**src/rtl/stump_run_ctrl.sv**
```systemverilog
// ---------------------------------------------------------------------------
// StumpRunCtrl - run/debug controller for the Stump processor
//
// Runs, halts and single-steps the Stump CPU by gating its clock enable. Also
// holds one instruction breakpoint on the fetch address, counts executed
// instructions and drives the CPU reset.
//
// Ports
//   clk, rst     system clock and synchronous active-high master reset
//   cmd_valid    host command valid
//   cmd_ready    controller can accept a command (HALTED or RUN, rst low)
//   cmd_op       0 NOP, 1 RUN, 2 HALT, 3 STEP, 4 SET_BP, 5 CLR_BP,
//                6 RESET_CPU, 7 CLR_CNT
//   cmd_data     breakpoint address for SET_BP
//   fetch        Stump is in its fetch state
//   address      Stump memory address (the PC while fetching)
//   cpu_en       Stump clock enable
//   cpu_rst      Stump reset
//   halted       controller is in HALTED
//   step_done    one-cycle pulse when a single step completes
//   bp_hit       sticky flag: the CPU stopped on the breakpoint
//   instr_count  enabled fetch cycles since the last clear
// ---------------------------------------------------------------------------
module stump_run_ctrl #(
  parameter int unsigned COUNT_W      = 32,
  parameter int unsigned RST_CYCLES   = 2,
  parameter bit          RUN_ON_RESET = 1'b0
) (
  input  logic               clk,
  input  logic               rst,
  input  logic               cmd_valid,
  output logic               cmd_ready,
  input  logic [2:0]         cmd_op,
  input  logic [15:0]        cmd_data,
  input  logic               fetch,
  input  logic [15:0]        address,
  output logic               cpu_en,
  output logic               cpu_rst,
  output logic               halted,
  output logic               step_done,
  output logic               bp_hit,
  output logic [COUNT_W-1:0] instr_count
);

  localparam int unsigned RCW = (RST_CYCLES > 1) ? $clog2(RST_CYCLES) : 1;

  localparam logic [2:0] OP_RUN       = 3'd1;
  localparam logic [2:0] OP_HALT      = 3'd2;
  localparam logic [2:0] OP_STEP      = 3'd3;
  localparam logic [2:0] OP_SET_BP    = 3'd4;
  localparam logic [2:0] OP_CLR_BP    = 3'd5;
  localparam logic [2:0] OP_RESET_CPU = 3'd6;
  localparam logic [2:0] OP_CLR_CNT   = 3'd7;

  typedef enum logic [1:0] {
    ST_HALTED,
    ST_RUN,
    ST_STEP,
    ST_CPURST
  } state_e;

  localparam state_e RESET_STATE = RUN_ON_RESET ? ST_RUN : ST_HALTED;

  state_e             state_q, state_d;
  logic               bp_en_q, bp_en_d;
  logic [15:0]        bp_addr_q, bp_addr_d;
  logic               bp_skip_q, bp_skip_d;
  logic               seen_fetch_q, seen_fetch_d;
  logic               bp_hit_q, bp_hit_d;
  logic               step_done_q, step_done_d;
  logic [COUNT_W-1:0] count_q, count_d;
  logic [RCW-1:0]     rst_cnt_q, rst_cnt_d;

  logic accept;
  logic brk;
  logic fetch_en;

  // Clock-enable gating. The breakpoint fires on the fetch cycle itself so the
  // trapped instruction never executes; bp_skip lets a resumed RUN pass over
  // the instruction it stopped on. In STEP the second fetch seen is the next
  // instruction, which must stay frozen.
  always_comb begin
    brk    = fetch && bp_en_q && (address == bp_addr_q) && !bp_skip_q;
    cpu_en = 1'b0;
    case (state_q)
      ST_RUN:  cpu_en = !brk;
      ST_STEP: cpu_en = !(fetch && seen_fetch_q);
      default: cpu_en = 1'b0;
    endcase
    fetch_en  = fetch && cpu_en;
    cmd_ready = !rst && ((state_q == ST_HALTED) || (state_q == ST_RUN));
    accept    = cmd_valid && cmd_ready;
  end

  // Next-state logic. State-specific behaviour is evaluated first; commands
  // valid in both HALTED and RUN come last so RESET_CPU and CLR_CNT override
  // a breakpoint or an enabled fetch in the same cycle.
  always_comb begin
    state_d      = state_q;
    bp_en_d      = bp_en_q;
    bp_addr_d    = bp_addr_q;
    bp_skip_d    = bp_skip_q;
    seen_fetch_d = seen_fetch_q;
    bp_hit_d     = bp_hit_q;
    step_done_d  = 1'b0;
    count_d      = count_q;
    rst_cnt_d    = rst_cnt_q;

    if (fetch_en) begin
      count_d   = count_q + 1'b1;
      bp_skip_d = 1'b0;
    end

    case (state_q)
      ST_HALTED: begin
        if (accept && (cmd_op == OP_RUN)) begin
          state_d   = ST_RUN;
          bp_skip_d = 1'b1;
          bp_hit_d  = 1'b0;
        end else if (accept && (cmd_op == OP_STEP)) begin
          state_d      = ST_STEP;
          seen_fetch_d = 1'b0;
          bp_skip_d    = 1'b1;
          bp_hit_d     = 1'b0;
        end
      end
      ST_RUN: begin
        if (brk) begin
          state_d  = ST_HALTED;
          bp_hit_d = 1'b1;
        end
        if (accept && (cmd_op == OP_HALT)) begin
          state_d = ST_HALTED;
        end
      end
      ST_STEP: begin
        if (fetch_en) begin
          seen_fetch_d = 1'b1;
        end
        if (fetch && seen_fetch_q) begin
          state_d     = ST_HALTED;
          step_done_d = 1'b1;
        end
      end
      ST_CPURST: begin
        if (rst_cnt_q == '0) begin
          state_d = ST_HALTED;
        end else begin
          rst_cnt_d = rst_cnt_q - 1'b1;
        end
      end
      default: state_d = ST_HALTED;
    endcase

    if (accept) begin
      case (cmd_op)
        OP_SET_BP: begin
          bp_addr_d = cmd_data;
          bp_en_d   = 1'b1;
        end
        OP_CLR_BP: bp_en_d = 1'b0;
        OP_RESET_CPU: begin
          state_d   = ST_CPURST;
          rst_cnt_d = RCW'(RST_CYCLES - 1);
          count_d   = '0;
          bp_hit_d  = 1'b0;
          bp_skip_d = 1'b0;
        end
        OP_CLR_CNT: count_d = '0;
        default: ;
      endcase
    end
  end

  // State register with synchronous reset.
  always_ff @(posedge clk) begin
    if (rst) begin
      state_q      <= RESET_STATE;
      bp_en_q      <= 1'b0;
      bp_addr_q    <= '0;
      bp_skip_q    <= 1'b0;
      seen_fetch_q <= 1'b0;
      bp_hit_q     <= 1'b0;
      step_done_q  <= 1'b0;
      count_q      <= '0;
      rst_cnt_q    <= '0;
    end else begin
      state_q      <= state_d;
      bp_en_q      <= bp_en_d;
      bp_addr_q    <= bp_addr_d;
      bp_skip_q    <= bp_skip_d;
      seen_fetch_q <= seen_fetch_d;
      bp_hit_q     <= bp_hit_d;
      step_done_q  <= step_done_d;
      count_q      <= count_d;
      rst_cnt_q    <= rst_cnt_d;
    end
  end

  assign cpu_rst     = rst || (state_q == ST_CPURST);
  assign halted      = (state_q == ST_HALTED);
  assign step_done   = step_done_q;
  assign bp_hit      = bp_hit_q;
  assign instr_count = count_q;

endmodule

```
**config.mk**
```make
export PLATFORM = sky130hd
export DESIGN_NAME = stump_run_ctrl
export DESIGN_NICKNAME = d
export VERILOG_FILES = /design/src/rtl/stump_run_ctrl.sv
export SDC_FILE = /design/constraint.sdc
export NUM_CORES = 1
export LEC_CHECK = 0
export CORE_MARGIN = 2
export CORE_UTILIZATION = 45
export CTS_CLUSTER_DIAMETER = 40
export DETAILED_ROUTE_END_ITERATION = 10
export PLACE_DENSITY = 0.75
export RECOVER_POWER = 50
export SYNTH_ARGS = -nofsm -noshare
export SYNTH_HDL_FRONTEND = slang
export SYNTH_SLANG_ARGS = --single-unit
```
**constraint.sdc**
```tcl
create_clock -name clk -period 3.55 [get_ports clk]
set_input_delay 1.065 -clock clk [delete_from_list [all_inputs] [get_ports clk]]
set_output_delay 1.065 -clock clk [all_outputs]
set_load 0.02 [all_outputs]
```
==> results.toml, run 1 <==
[route]
drc = 0
firstDrtPassIters = 4
wire_per_inst_um = 14.76
drt_iter0_markers = 143
route.vias.total = 2851
drt-vias-per-instance = 5.612
drt-total-wl_mm = 7.496
postRouteAntennaNets = 0

[sta]
fin_crit_ns = 3.504
setup_viol = 0
timing.slew.headroom_pct = 22.98
worst_slew_pin_slew_ns = 1.155
period_share_pct = 98.69
grt_setup_unrepaired = "false"
hold_violations = 0
setup_ws_ns = 0.04646
fin_tns_setup_ns = 0
skew_ns = 0.01125
slew_viol_final = 0
max_freq_mhz = 285.4

[worst_setup_path]
path_max_fanout = 2
criticalPathCategory = "input pin to primary output"
r2r_slack_ns = 0.93
reg2reg_depth = 9
timing.rr.end = "bp_addr_q[6]"
worst_setup_path_end_kind = "primary output"
rr_startpoint = "state_q[1]"
worstPathRequired_ns = 2.48
crit_path_end = "cpu_en"
crit_arrival_ns = 2.44
crit_path_start = "address[5]"
start_kind = "input pin"

[floorplanning]
ios = 77
core_um2 = 6314
dieArea_um2 = 7135
start_util_pct = 46.16
die_h_um = 84.47
rows = 29
die_w_um = 84.47

[power_and_ir_drop]
power_density_nw_per_um2 = 286.7
vdd_drop_max_mv = 0.1632
p_comb_share_pct = 11.6
p_int_uw = 860.6
swShare_pct = 25.19
leakagePower_nw = 1.541
power_frac_clock_pct = 33.1
seqPwrFrac_pct = 55.3
switching_power_uw = 289.8

[grt]
grt_pass1_vias = 2712
grt_antenna_before_repair = 0
grt_start_max_net_pins = 22
grt_first_pass_wirelength_mm = 12.25
overflow = 0
track_usage_pct = 20.61

[placed_design]
place_ws_ns = -0.6412
dpl.cell_count = 494
hpwlAfterDp_mm = 5.465
routabilityCongestion = 0.8040
place_area_um2 = 3840
port_buffers = 76

[run_status]
outcome = "finished clean"

[cells_and_area]
drive_gt1_share_pct = 11.60
diodes = 0
stdcell_area_um2 = 4013
syn2layout_area_growth_pct = 37.70
nets = 474
final_cells = 508
fill_cells = 558

[synth]
synth_cells = 340
ys.flop_type = "dfxtp_1"
synth_most_common_cell = "dfxtp_1"
synth_nets = 384
ys_seq_area_share_pct = 38.47
synth.ff_latch_count = 56
yosysTopAreaCellShare_pct = 38.47
async_flop_share_pct = 0
syn-cell-area_um2 = 2914
netlist_top_cells_area = "dfxtp_1 38%, mux2i_1 6.2%, a21oi_1 5.2%"
yosysWarningCount = 0
synth-edff-count = 0
synth_cell_types = 53
ys_top_cells_by_count = "56 x dfxtp_1, 31 x nor2_1, 30 x a21oi_1, 27 x nand2_1, 18 x mux2i_1"
synth_area_leader_cell = "dfxtp_1"
avgSynthCellArea_um2 = 8.571

[min_path]
worst_hold_path_type = "flop to flop"

[cts]
clock_sinks = 56
cts_buffers = 5
clk_latency_ns = 0.32
root_buffer = "clkbuf_8"
cts_max_level = 2
cts_hold_buf = 0
cts_tree = "yes"
clk_pin_slew_ns = 0.10
cts_max_path_buffers = 2

[job]
maxCapViolCount = 0
-- cells by family after synthesis --
logic type      synth area share [%]
compound gates                 16.75
xor+xnor                       5.410
fa+ha+maj                      2.147
buf+inv                        3.650
flops                          38.47
mux                            6.183
simple gates                   27.39
-- critical path: stages --
cell and delay, ns:
clkdlybuf4s50_1 0.43, xor2_1 0.16, nor3_2 0.29, nand3_4 0.11, o22ai_2 0.15, nor2b_1 0.08, buf_4 0.16
-- area by class of cell --
class	count	area, µm²	share of cell area (%)
flip-flops and latches	56	1121	27.94
clock inverters	2	15.01	0.3742
well taps	77	96.34	2.401
clock buffers	6	82.58	2.058
multi-input cells	260	1735	43.25
inverters	8	30.03	0.7484
repair buffers	99	932.1	23.23
-- worst min path at each step --
stage | start | end | depth (start not counted)
floorplan | rst_cnt_q | rst_cnt_q | 1
global placement | rst_cnt_q | rst_cnt_q | 1
detailed placement | rst_cnt_q | rst_cnt_q | 1
CTS | rst_cnt_q | rst_cnt_q | 1
global route | rst_cnt_q | rst_cnt_q | 1
finish | rst_cnt_q | rst_cnt_q | 1
-- through the flow --
step,hold slack (ns),utilization [%],power (mW)
floorplan,0.4270,-,0.7056
global placement,0.4438,60.82,0.7780
detailed placement,0.4475,60.82,0.7808
CTS,0.4716,63.08,1.155
global route,0.4920,63.56,1.193
finish,0.4672,63.56,1.150
-- power by group through the flow --
stage	clock, mW	combinational, mW	sequential [mW]
after floorplan	0	0.0558	0.650
final	0.381	0.133	0.636
after detailed placement	0	0.130	0.650
after CTS	0.387	0.133	0.636
after global placement	0	0.128	0.650
after global routing	0.412	0.143	0.637
-- layer usage --
metal | vias to the layer above | track usage [%] | share of wire, %
met5 | - | 0 | 0
li1 | 1419 | - | -
met1 | 1327 | 24.43 | 43
met2 | 87 | 36.00 | 49
met3 | 18 | 5.900 | 5.9
met4 | 0 | 6.638 | 1.8
-- cells in the final DEF (no fill, tap or decap), types with 3 or more instances in the layout --
cell,n
nand3_1,14
and4_1,4
o21bai_1,3
nor2b_1,3
o31ai_1,7
ha_1,5
or3_1,6
mux2i_1,18
nand2b_1,3
a31o_2,4
nand4b_1,4
a21oi_1,30
clkdlybuf4s50_1,30
nor2_1,31
nor4_1,4
clkbuf_8,6
dlymetal6s2s_1,3
dlygate4sd3_1,33
buf_4,21
o21ai_0,14
nand4_1,10
nor3_1,6
dfxtp_1,56
dlygate4sd2_1,9
and3_1,7
inv_1,8
xor2_1,15
nand2_1,27
or4_1,7
-- sequential cells by signal, indices dropped and copies added (netlist names) --
| name | cells |
|---|---|
| rst_cnt_q | 1 |
| bp_en_q | 1 |
| instr_count | 32 |
| bp_skip_q | 1 |
| step_done | 1 |
| bp_hit | 1 |
| seen_fetch_q | 1 |
| bp_addr_q | 16 |
| state_q | 2 |
-- repair_timing --
| item | 4_1_cts | 5_1_grt |
|---|---|---|
| cloned | 0 | 0 |
| buffers inserted | 3 | 3 |
| pin swaps | 5 | 6 |
| hold endpoints to repair | 0 | 0 |
| resized for setup | 20 | 5 |
| setup endpoints to repair | 1 | 1 |
No activity file was read; power rests on OpenSTA's default activity.
==> inputs of run 2 (changes only) <==
- GPL_TIMING_DRIVEN: unset -> 0
- SLEW_MARGIN: unset -> 15
==> results.toml, run 2 (synthesized netlist as in run 1, its figures left out) <==
[worst_setup_path]
slowest_delay_ns = 0.31
r2r_slack_ns = 0.77
reg2reg_depth = 9
cp_slowest_cell = "nor4_2"
crit_chain = "dlygate4sd2_1, xor2_1, nor4_2, nand3_2, o22ai_4, nor2b_4, buf_6"
worstPathRequired_ns = 2.48
path_max_fanout = 3
criticalPathCategory = "input pin to primary output"
start_kind = "input pin"
crit_family = "simple AND/OR/NAND/NOR gates"
worst-path-buf-inv = 2
crit_arrival_ns = 2.37
rr_startpoint = "state_q[1]"
timing.rr.end = "bp_addr_q[0]"
worst_setup_path_end_kind = "primary output"

[cts]
cts_hold_buf = 0
cts_max_path_buffers = 2
cts_tree = "yes"
clk_latency_ns = 0.32
clk_pin_slew_ns = 0.10
root_buffer = "clkbuf_8"
cts_max_level = 2
cts_buffers = 5
clock_sinks = 56

[route]
drt_iter0_markers = 194
drt-total-wl_mm = 7.322
postRouteAntennaNets = 0
wire_per_inst_um = 14.53
drc = 0
drt-vias-per-instance = 5.563
route.vias.total = 2804
firstDrtPassIters = 4

[min_path]
worstHoldStart = "rst_cnt_q"
hold_end = "rst_cnt_q"
worst_hold_path_type = "flop to flop"
worstHoldPathCells = 1

[floorplanning]
dieArea_um2 = 7135
ios = 77
rows = 29
core_um2 = 6314
die_h_um = 84.47
start_util_pct = 46.16
die_w_um = 84.47

[sta]
period_share_pct = 96.84
worst_slew_pin_slew_ns = 0.7000
max_freq_mhz = 290.9
grt_setup_unrepaired = "false"
setup_viol = 0
setup_ws_ns = 0.1123
slew_viol_final = 0
holdWs_ns = 0.4861
skew_ns = 0.01193
hold_violations = 0
timing.slew.headroom_pct = 53.34
fin_crit_ns = 3.438

[grt]
track_usage_pct = 21.00
grt_pass1_vias = 2757
overflow = 0
grt_start_max_net_pins = 18
grt_antenna_before_repair = 0
grt_first_pass_wirelength_mm = 12.43

[power_and_ir_drop]
vdd_drop_max_mv = 0.2064
power_density_nw_per_um2 = 291.4
leakagePower_nw = 1.475
power.total_mw = 1.145

[cells_and_area]
largest_register_ffs = 32
drive_gt1_share_pct = 9.836
syn2layout_area_growth_pct = 34.78
diodes = 0
layout_commonest_cell = "dfxtp_1"
nets = 470
layout_common_cells = "56 x dfxtp_1, 32 x dlygate4sd3_1, 31 x nor2_1"
final_cells = 504

[placed_design]
dpl.cell_count = 491
routabilityCongestion = 0.7757
place_ws_ns = -1.357
hpwlAfterDp_mm = 5.457
port_buffers = 74

[job]
maxCapViolCount = 0

[run_status]
outcome = "finished clean"
==> run 2: changes by cell type in the layout (fill, tap and decap cells not counted), moves of 2 or more <==
| cell | previous run | this run |
|---|---|---|
| buf_2 | 0 | 6 |
| buf_4 | 21 | 5 |
| buf_6 | 0 | 3 |
| clkbuf_1 | 2 | 9 |
| clkdlybuf4s15_1 | 0 | 5 |
| clkdlybuf4s50_1 | 30 | 24 |
| dlymetal6s2s_1 | 3 | 1 |
==> run 2: layout make-up <==
type                    count  area (µm²)
clock inverters             2       15.01
multi-input cells         260        1742
plain buffers              15       68.82
inverters                   8       30.03
repair buffers             80       772.0
clock buffers               6       82.58
fillers                   573        2386
flip-flops and latches     56        1121
well taps                  77       96.34
==> run 2: worst max-delay path by stage <==
stage,start,to,slack (ns),cells after the start
6_report,address[2],cpu_en,0.11,7
5_1_grt,address[11],cpu_en,0.02,8
4_1_cts,address[12],cpu_en,0.01,8
3_5_place_dp,address[2],cpu_en,-1.36,8
3_3_place_gp,address[14],cpu_en,-1.29,8
2_1_floorplan,address[14],cpu_en,0.07,6
==> run 2: repair_timing <==
| item | 4_1_cts | 5_1_grt |
|---|---|---|
| pin swaps | 13 | 3 |
| setup endpoints to repair | 1 | 1 |
| setup buffers | 4 | 2 |
| gates resized for setup | 45 | 2 |
==> run 2: where the power goes <==
group	internal, mW	total [mW]	switching (mW)
sequential	0.632	0.636	0.00355
clock	0.159	0.384	0.225
combinational	0.0615	0.125	0.0633
total	0.853	1.14	0.292
==> run 2: metrics by stage <==
step / TNS, ns / cell area (µm²) / utilization [%]
2_1_floorplan: 0 / 2914 / -
4_1_cts: 0 / 3921 / 62.11
3_3_place_gp: -1.289 / 3751 / 59.41
3_5_place_dp: -1.498 / 3751 / 59.41
6_report: 0 / 3928 / 62.21
5_1_grt: 0 / 3928 / 62.21
==> run 2: routing by layer <==
metal	wire [µm]	GRT usage, %
met1	3232	26.14
met2	3470	35.28
met3	492	5.801
met4	127	6.926
met5	0	0
==> inputs of run 3 (changes only) <==
- CORE_MARGIN: 2 -> unset
==> results.toml, run 3 (synthesized netlist as in run 1, its figures left out) <==
[run_status]
outcome = "finished clean"

[sta]
fin_crit_ns = 3.426
fin_tns_setup_ns = 0
skew_ns = 0.005668
hold_violations = 0
period_share_pct = 96.51
max_freq_mhz = 291.9
slew_viol_final = 0
setup_viol = 0
worst_slew_pin_slew_ns = 0.7018
grt_setup_unrepaired = "false"
timing.slew.headroom_pct = 53.21

[worst_setup_path]
worstPathRequired_ns = 2.48
crit_arrival_ns = 2.36
worst_setup_path_end_kind = "primary output"
path_max_fanout = 3
criticalPathCategory = "input pin to primary output"
start_kind = "input pin"

[cells_and_area]
diodes = 0
nets = 472
fill_cells = 567
syn2layout_area_growth_pct = 34.86
layout_commonest_cell = "dfxtp_1"
stdcell_area_um2 = 3930
drive_gt1_share_pct = 10.49
largest_register_ffs = 32
layout_common_cells = "56 x dfxtp_1, 34 x dlygate4sd3_1, 31 x nor2_1"

[route]
firstDrtPassIters = 6
wire_per_inst_um = 14.39
drc = 0
drt-vias-per-instance = 5.579
drt-total-wl_mm = 7.255
drt_iter0_markers = 153
postRouteAntennaNets = 0
route.vias.total = 2812

[cts]
clk_latency_ns = 0.31
clk_pin_slew_ns = 0.10
clock_sinks = 56
root_buffer = "clkbuf_8"
cts_tree = "yes"
cts_buffers = 5
cts_max_level = 2
cts_max_path_buffers = 2

[floorplanning]
dieArea_um2 = 6801
die_w_um = 82.47
die_h_um = 82.47
core_um2 = 6096
rows = 28
ios = 77
start_util_pct = 47.80

[grt]
overflow = 0
grt_pass1_vias = 2621
grt_start_max_net_pins = 18
track_usage_pct = 22.89
grt_first_pass_wirelength_mm = 11.98
grt_antenna_before_repair = 0

[power_and_ir_drop]
power_density_nw_per_um2 = 301.8
leakagePower_nw = 1.486
vdd_drop_max_mv = 0.2110

[min_path]
worst_hold_path_type = "flop to flop"

[placed_design]
place_area_um2 = 3749
port_buffers = 74
routabilityCongestion = 0.8210
hpwlAfterDp_mm = 5.291

[job]
maxCapViolCount = 0
-- run 3: path summary, 6_finish.rpt --
check                                 from       endpoint  slack [ns]  cells after the start
worst max-delay path            address[7]         cpu_en        0.12                      8
worst min-delay path             rst_cnt_q      rst_cnt_q        0.48                      1
worst min register to register   rst_cnt_q      rst_cnt_q        0.48                      1
worst max register to register  state_q[1]  bp_addr_q[14]        0.80                      9
-- run 3: area by class of cell --
class                      count  area, µm²  area share [%]
tap                           75      93.84           2.388
sequential                    56       1121           28.53
inverter                       8      30.03          0.7641
buffer                        15      70.07           1.783
multi-input combinational    260       1734           44.13
clock inverter                 3      42.54           1.082
timing repair buffer          82      769.5           19.58
clock buffer                   5      68.82           1.751
-- run 3: repair_timing --
item                       CTS  global route
hold buffers                 0             0
gates resized for setup     50             1
pin swaps                   16             3
cloned                       0             0
setup buffers                4             4
setup endpoints to repair    1             1
-- run 3: worst max-delay path, stage by stage --
cell and delay, ns:
clkdlybuf4s15_1 0.17, xor2_1 0.15, nor4_2 0.31, nand3_1 0.13, buf_6 0.15, o22ai_4 0.15
nor2b_1 0.07, buf_4 0.16
-- run 3: routing by layer --
layer | vias up | share of wire [%] | track usage (%)
li1 | 1411 | - | -
met1 | 1317 | 46 | 29.07
met2 | 78 | 49 | 39.42
met3 | 6 | 4.9 | 5.385
met4 | 0 | 0.55 | 4.386
met5 | - | 0 | 0
-- run 3: power by group --
group	switching (mW)	internal (mW)
registers	0.00348	0.632
logic	0.0656	0.0620
clock network	0.214	0.209
-- run 3: stage by stage --
stage | worst slack [ns] | total power [mW] | utilization [%] | instances | hold slack, ns
2_1_floorplan | 0.07464 | 0.7056 | - | 340 | 0.4270
3_3_place_gp | -1.405 | 0.7713 | 61.49 | 489 | 0.4507
3_5_place_dp | -1.451 | 0.7732 | 61.49 | 489 | 0.4537
4_1_cts | 0.008409 | 1.193 | 64.29 | 501 | 0.4783
5_1_grt | 0.005537 | 1.237 | 64.47 | 504 | 0.5013
6_report | 0.1240 | 1.186 | 64.47 | 504 | 0.4811
